--- src/rtl/regfile_write_arbiter_if.sv ---
// Writeback bus: two valid/ready requesters, registered write port, read-bypass taps, stall count.
// Latency: n/a (signal bundle only).
// Backpressure: reqN_ready is driven by the arbiter (slave) side.
interface regfile_write_arbiter_if #(
    parameter int XLEN  = 32,
    parameter int AW    = 5,
    parameter int CNT_W = 16
);
    logic             req0_valid;
    logic             req0_ready;
    logic [AW-1:0]    req0_addr;
    logic [XLEN-1:0]  req0_data;
    logic             req1_valid;
    logic             req1_ready;
    logic [AW-1:0]    req1_addr;
    logic [XLEN-1:0]  req1_data;
    logic             we;
    logic [AW-1:0]    wa;
    logic [XLEN-1:0]  wd;
    logic [AW-1:0]    a1;
    logic [AW-1:0]    a2;
    logic [XLEN-1:0]  rf_rd1;
    logic [XLEN-1:0]  rf_rd2;
    logic [XLEN-1:0]  rd1;
    logic [XLEN-1:0]  rd2;
    logic [CNT_W-1:0] stall_cnt;

    modport master (
        output req0_valid, req0_addr, req0_data,
        output req1_valid, req1_addr, req1_data,
        output a1, a2, rf_rd1, rf_rd2,
        input  req0_ready, req1_ready, we, wa, wd, rd1, rd2, stall_cnt
    );

    modport slave (
        input  req0_valid, req0_addr, req0_data,
        input  req1_valid, req1_addr, req1_data,
        input  a1, a2, rf_rd1, rf_rd2,
        output req0_ready, req1_ready, we, wa, wd, rd1, rd2, stall_cnt
    );
endinterface

--- src/rtl/regfile_write_arbiter.sv ---
// Round-robin share of the regfile write port between ALU (req0) and load (req1) writeback.
// Latency: grant in cycle N -> we/wa/wd in N+1; optional read bypass (REGFILE_ARB_BYPASS_EN) is combinational.
// Backpressure: one grant per cycle, loser waits at most one cycle; ready held low during reset.
module regfile_write_arbiter #(
    parameter int XLEN  = 32,
    parameter int AW    = 5,
    parameter int CNT_W = 16
) (
    input  logic                    clk,
    input  logic                    reset,
    regfile_write_arbiter_if.slave  bus
);

    logic             gnt0;
    logic             gnt1;
    logic             last;
    logic             stall;
    logic [AW-1:0]    gnt_addr;
    logic [XLEN-1:0]  gnt_data;
    logic             we_q;
    logic [AW-1:0]    wa_q;
    logic [XLEN-1:0]  wd_q;
    logic [CNT_W-1:0] stall_q;

    // On contention the requester that did not win last time goes first.
    always_comb begin
        gnt0 = 1'b0;
        gnt1 = 1'b0;
        if (reset) begin
            if (bus.req0_valid && bus.req1_valid) begin
                gnt0 = last;
                gnt1 = ~last;
            end else begin
                gnt0 = bus.req0_valid;
                gnt1 = bus.req1_valid;
            end
        end
    end

    assign gnt_addr = gnt1 ? bus.req1_addr : bus.req0_addr;
    assign gnt_data = gnt1 ? bus.req1_data : bus.req0_data;
    assign stall    = (bus.req0_valid && !gnt0) || (bus.req1_valid && !gnt1);

    always_ff @(posedge clk) begin
        if (!reset) begin
            we_q    <= 1'b0;
            wa_q    <= '0;
            wd_q    <= '0;
            last    <= 1'b1;
            stall_q <= '0;
        end else begin
            // x0 grants finish the handshake but never reach the register file.
            we_q <= (gnt0 || gnt1) && (gnt_addr != '0);
            if ((gnt0 || gnt1) && (gnt_addr != '0)) begin
                wa_q <= gnt_addr;
                wd_q <= gnt_data;
            end
            if (gnt0) begin
                last <= 1'b0;
            end else if (gnt1) begin
                last <= 1'b1;
            end
            if (stall && (stall_q != {CNT_W{1'b1}})) begin
                stall_q <= stall_q + 1'b1;
            end
        end
    end

    assign bus.req0_ready = gnt0;
    assign bus.req1_ready = gnt1;
    assign bus.we         = we_q;
    assign bus.wa         = wa_q;
    assign bus.wd         = wd_q;
    assign bus.stall_cnt  = stall_q;

`ifdef REGFILE_ARB_BYPASS_EN
    assign bus.rd1 = (we_q && (wa_q == bus.a1) && (bus.a1 != '0)) ? wd_q : bus.rf_rd1;
    assign bus.rd2 = (we_q && (wa_q == bus.a2) && (bus.a2 != '0)) ? wd_q : bus.rf_rd2;
`else
    assign bus.rd1 = bus.rf_rd1;
    assign bus.rd2 = bus.rf_rd2;
`endif

endmodule

--- src/flat_wrapper.sv ---
// flat-port wrapper written by rule: the top's interface ports become plain ports
module regfile_write_arbiter_flat 
#(
    parameter int XLEN  = 32,
    parameter int AW    = 5,
    parameter int CNT_W = 16
)
  (clk, reset, bus_req0_valid, bus_req0_addr, bus_req0_data, bus_req1_valid, bus_req1_addr, bus_req1_data, bus_a1, bus_a2, bus_rf_rd1, bus_rf_rd2, bus_req0_ready, bus_req1_ready, bus_we, bus_wa, bus_wd, bus_rd1, bus_rd2, bus_stall_cnt);
  regfile_write_arbiter_if #(.XLEN(XLEN), .AW(AW), .CNT_W(CNT_W)) bus_i ();
  input  logic clk;
  input  logic reset;
  input wire logic [$bits(bus_i.req0_valid)-1:0] bus_req0_valid;
  input wire logic [$bits(bus_i.req0_addr)-1:0] bus_req0_addr;
  input wire logic [$bits(bus_i.req0_data)-1:0] bus_req0_data;
  input wire logic [$bits(bus_i.req1_valid)-1:0] bus_req1_valid;
  input wire logic [$bits(bus_i.req1_addr)-1:0] bus_req1_addr;
  input wire logic [$bits(bus_i.req1_data)-1:0] bus_req1_data;
  input wire logic [$bits(bus_i.a1)-1:0] bus_a1;
  input wire logic [$bits(bus_i.a2)-1:0] bus_a2;
  input wire logic [$bits(bus_i.rf_rd1)-1:0] bus_rf_rd1;
  input wire logic [$bits(bus_i.rf_rd2)-1:0] bus_rf_rd2;
  output wire logic [$bits(bus_i.req0_ready)-1:0] bus_req0_ready;
  output wire logic [$bits(bus_i.req1_ready)-1:0] bus_req1_ready;
  output wire logic [$bits(bus_i.we)-1:0] bus_we;
  output wire logic [$bits(bus_i.wa)-1:0] bus_wa;
  output wire logic [$bits(bus_i.wd)-1:0] bus_wd;
  output wire logic [$bits(bus_i.rd1)-1:0] bus_rd1;
  output wire logic [$bits(bus_i.rd2)-1:0] bus_rd2;
  output wire logic [$bits(bus_i.stall_cnt)-1:0] bus_stall_cnt;
  assign bus_i.req0_valid = bus_req0_valid;
  assign bus_i.req0_addr = bus_req0_addr;
  assign bus_i.req0_data = bus_req0_data;
  assign bus_i.req1_valid = bus_req1_valid;
  assign bus_i.req1_addr = bus_req1_addr;
  assign bus_i.req1_data = bus_req1_data;
  assign bus_i.a1 = bus_a1;
  assign bus_i.a2 = bus_a2;
  assign bus_i.rf_rd1 = bus_rf_rd1;
  assign bus_i.rf_rd2 = bus_rf_rd2;
  assign bus_req0_ready = bus_i.req0_ready;
  assign bus_req1_ready = bus_i.req1_ready;
  assign bus_we = bus_i.we;
  assign bus_wa = bus_i.wa;
  assign bus_wd = bus_i.wd;
  assign bus_rd1 = bus_i.rd1;
  assign bus_rd2 = bus_i.rd2;
  assign bus_stall_cnt = bus_i.stall_cnt;
  regfile_write_arbiter #(.XLEN(XLEN), .AW(AW), .CNT_W(CNT_W)) u_core (.clk(clk), .reset(reset), .bus(bus_i));
endmodule
--- config.mk ---
export PLATFORM = sky130hd
export DESIGN_NAME = regfile_write_arbiter_flat
export DESIGN_NICKNAME = d
export VERILOG_FILES = /design/src/rtl/regfile_write_arbiter_if.sv /design/src/rtl/regfile_write_arbiter.sv /design/src/flat_wrapper.sv
export SDC_FILE = /design/constraint.sdc
export NUM_CORES = 1
export LEC_CHECK = 0
export CAP_MARGIN = 40
export CORE_AREA = 2 2 104 106
export DETAILED_ROUTE_END_ITERATION = 8
export DIE_AREA = 0 0 106 108
export PLACE_DENSITY = 0.8
export SYNTH_ARGS = -nofsm -noshare
export SYNTH_HDL_FRONTEND = slang
export SYNTH_SLANG_ARGS = --single-unit
export TNS_END_PERCENT = 30
--- constraint.sdc ---
create_clock -name clk -period 3.8 [get_ports clk]
set_input_delay 0.38 -clock clk [delete_from_list [all_inputs] [get_ports clk]]
set_output_delay 0.38 -clock clk [all_outputs]
set_load 0.01 [all_outputs]
==> metrics.txt <==
status=complete, no violations; CP Launch Point=bus_req1_valid; fin util=~41%; Combinational Power Share=about 22%; CTS tree=built; hpwl dp=~5900 um; Final min period=~2.3 ns; worst r2r src=u_core.bus.stall_cnt[8]; H-tree lvl count=2; post-synth top area share=~36%; crit start category=primary input; slew margin rel.=between 50 and 60%; Synth Area in Adders=less than 1%; hold_ws=0.422 ns; PD cells=339 nW/um^2; Mapped Nets=between 500 and 600; top post-synthesis cells by count=buf_4, dfxtp_1, nand3_1, o21ai_0, mux2i_1; Seq pwr share=between 40% and 50%; Nets=568; switching power=between 0.3 and 0.4 mW; worst skew pair latency=about 0.31 ns; Cell Area, Synth=between 3000 and 4000 um^2; max-cap viol count=0; crit path DAT=around 1.9 ns; Post-CTS Repair Setup Buffers=0; #FFs+latches synth=55; clock transition at the registers of the reported paths=~0.1 ns; CTS Buf Count=5; vias=2,714; first-pass GRT wire length=around 12,000 um; Crit Path Category=in -> out; Sum Neg Setup Slack=0 ns; Non-Filler Instances=552; Worst Path Max Fanout=5; XOR/XNOR Fraction of Synth Area=1.14%; peak supply drop=roughly 0.00015 V; most common cell in the synthesized netlist=buf_4; Synth warnings=0; fin crit share=between 60% and 70%; DIE HEIGHT=approximately 110 um; CTS resizes=0; Die X=roughly 110 um; initial DRC count=approximately 100; unrepaired setup endpoints after global routing=no; hold crit path type=in -> reg; Max Clk Rate=435 MHz; fin. max-slew vios=0; vias in the first global route=2,688; DRT antenna net count=0; Worst EP required=between 3 and 4 ns; main combinational cell family by area after synthesis=buffers and inverters; endpoint type of the worst setup path=output pin; Pleak=around 1.6 nW; Syn Inst Count=between 300 and 400; mux share of post-synthesis cell area=between 10% and 20%; Clock Power Share=about a third; final WL=approximately 7600 um; Post-CTS Hold Fix Bufs=0; Final Hold Viols=0; Sw Ratio=24.4%; Vias/cell=4.92; area leader, netlist=dfxtp_1; Distinct cells, synth=46; cell row count=37; DRT Pass-1 Iters=4; Clock Tree Buf Depth=2; placed cell count=around 540; total chip power=1.41 mW; Area contributors post-synth=dfxtp_1, buf_4, mux2i_1; asr flop ratio synth=0%; Area Growth Syn to Fin=35.0%; top_reg_cell synth=dfxtp_1; number of synthesized flops with an enable pin=0; number of placed I/O pins=272; Initial Utilization=~30%; total core area=around 10,000 um^2; sequential fraction of the synthesis area=between 30 and 40%; antenna violations before repair=0; Avg WL per Cell=around 14 um; PortBufs=about 130; Synth Area in Compound Gates=a little over an eighth; CTS root buf=clkbuf_8; worst-margin pin slew=0.670 ns; ANT cells=0; average instance area after synthesis=between 8 and 9 um^2; clock sink total=55; Remaining Overflow, GRT=0; post-synthesis simple-gate area fraction=between 15 and 20%; drc violations=0; largest net degree at the start of global routing=54; Hold Path Origin=reset; share of cells above drive strength 1=around 5.5%; Worst Clk Skew=0.00303 ns; full die area=between 10,000 and 15,000 um^2; All-Layer GR Usage=12.9%; total internal power=1.06 mW; Setup-failing EPs final=0; gpl congestion=about 0.87
## per-stage QoR
step | instance area (um^2) | setup WS, ns
after CTS | 4150 | 1.51
after global placement | 4000 | 1.06
final | 4150 | 1.50
after global routing | 4150 | 1.41
after floorplan | 3080 | 2.04
after detailed placement | 4020 | 1.32
## power by group through the flow
| stage | sequential (mW) | clock (mW) | combinational, mW |
|---|---|---|---|
| after CTS | 0.644 | 0.478 | 0.309 |
| after global routing | 0.649 | 0.500 | 0.329 |
| after detailed placement | 0.657 | 0 | 0.308 |
| after floorplan | 0.674 | 0 | 0.169 |
| after global placement | 0.654 | 0 | 0.299 |
| final | 0.643 | 0.460 | 0.305 |
## placed cells by master, fill, tap and decap left out, types with 3 or more instances in the layout
cell / n
clkdlybuf4s50_1: 132
dfxtp_1: 55
nand3_1: 40
o21ai_0: 40
mux2i_1: 37
nand2_1: 15
nor2_1: 9
inv_1: 7
a21oi_1: 7
nor3_1: 6
o21a_1: 5
clkbuf_8: 5
nand4_1: 4
and2_1: 3
or3_1: 3
a211oi_1: 3
nor4_1: 3
xor2_1: 3
## worst max-delay path, cell delays in order
cell and delay [ns]:
clkdlybuf4s50_1 0.54, and2_1 0.23, nand2_2 0.07, inv_1 0.13
clkdlybuf4s50_1 0.56
## per-layer routing
layer	vias to the layer above	wire length, um	global-route usage [%]
li1	1314	-	-
met1	1227	2900	13.4
met2	142	3840	23.6
met3	31	633	4.40
met4	0	218	5.73
met5	-	0	0
## flip-flops by register name (all words and copies together) (netlist names)
register              cells
u_core.bus.we             1
u_core.bus.stall_cnt     16
u_core.bus.wa             5
u_core.bus.wd            32
u_core.last               1
## worst paths after layout
kind	to	slack, ns	cells past startpoint
worst max-delay path	bus_req1_ready	1.50	5
worst min-delay path	u_core.bus.stall_cnt[3]	0.42	2
worst max register to register	u_core.bus.stall_cnt[9]	1.78	5
worst min register to register	u_core.bus.wa[2]	0.47	2
## area by class of cell
cell class | instances | area, um^2
sequential | 55 | 1100
tap | 136 | 170
timing repair buffer | 136 | 1360
multi-input combinational | 210 | 1360
clock buffer | 5 | 68.8
clock inverter | 3 | 67.6
inverter | 7 | 26.3
fill | 1015 | 6080
## cells by family (layout without fill, tap and decap cells)
family,Yosys count,after routing
buffers and inverters,89,151
muxes,37,37
AOI/OAI and AO/OA,71,71
DFF,55,55
xor gates and xnor gates,4,4
adders and majority gates,2,2
and+or+nand+nor,96,96
No activity file was read; power rests on OpenSTA's default activity.
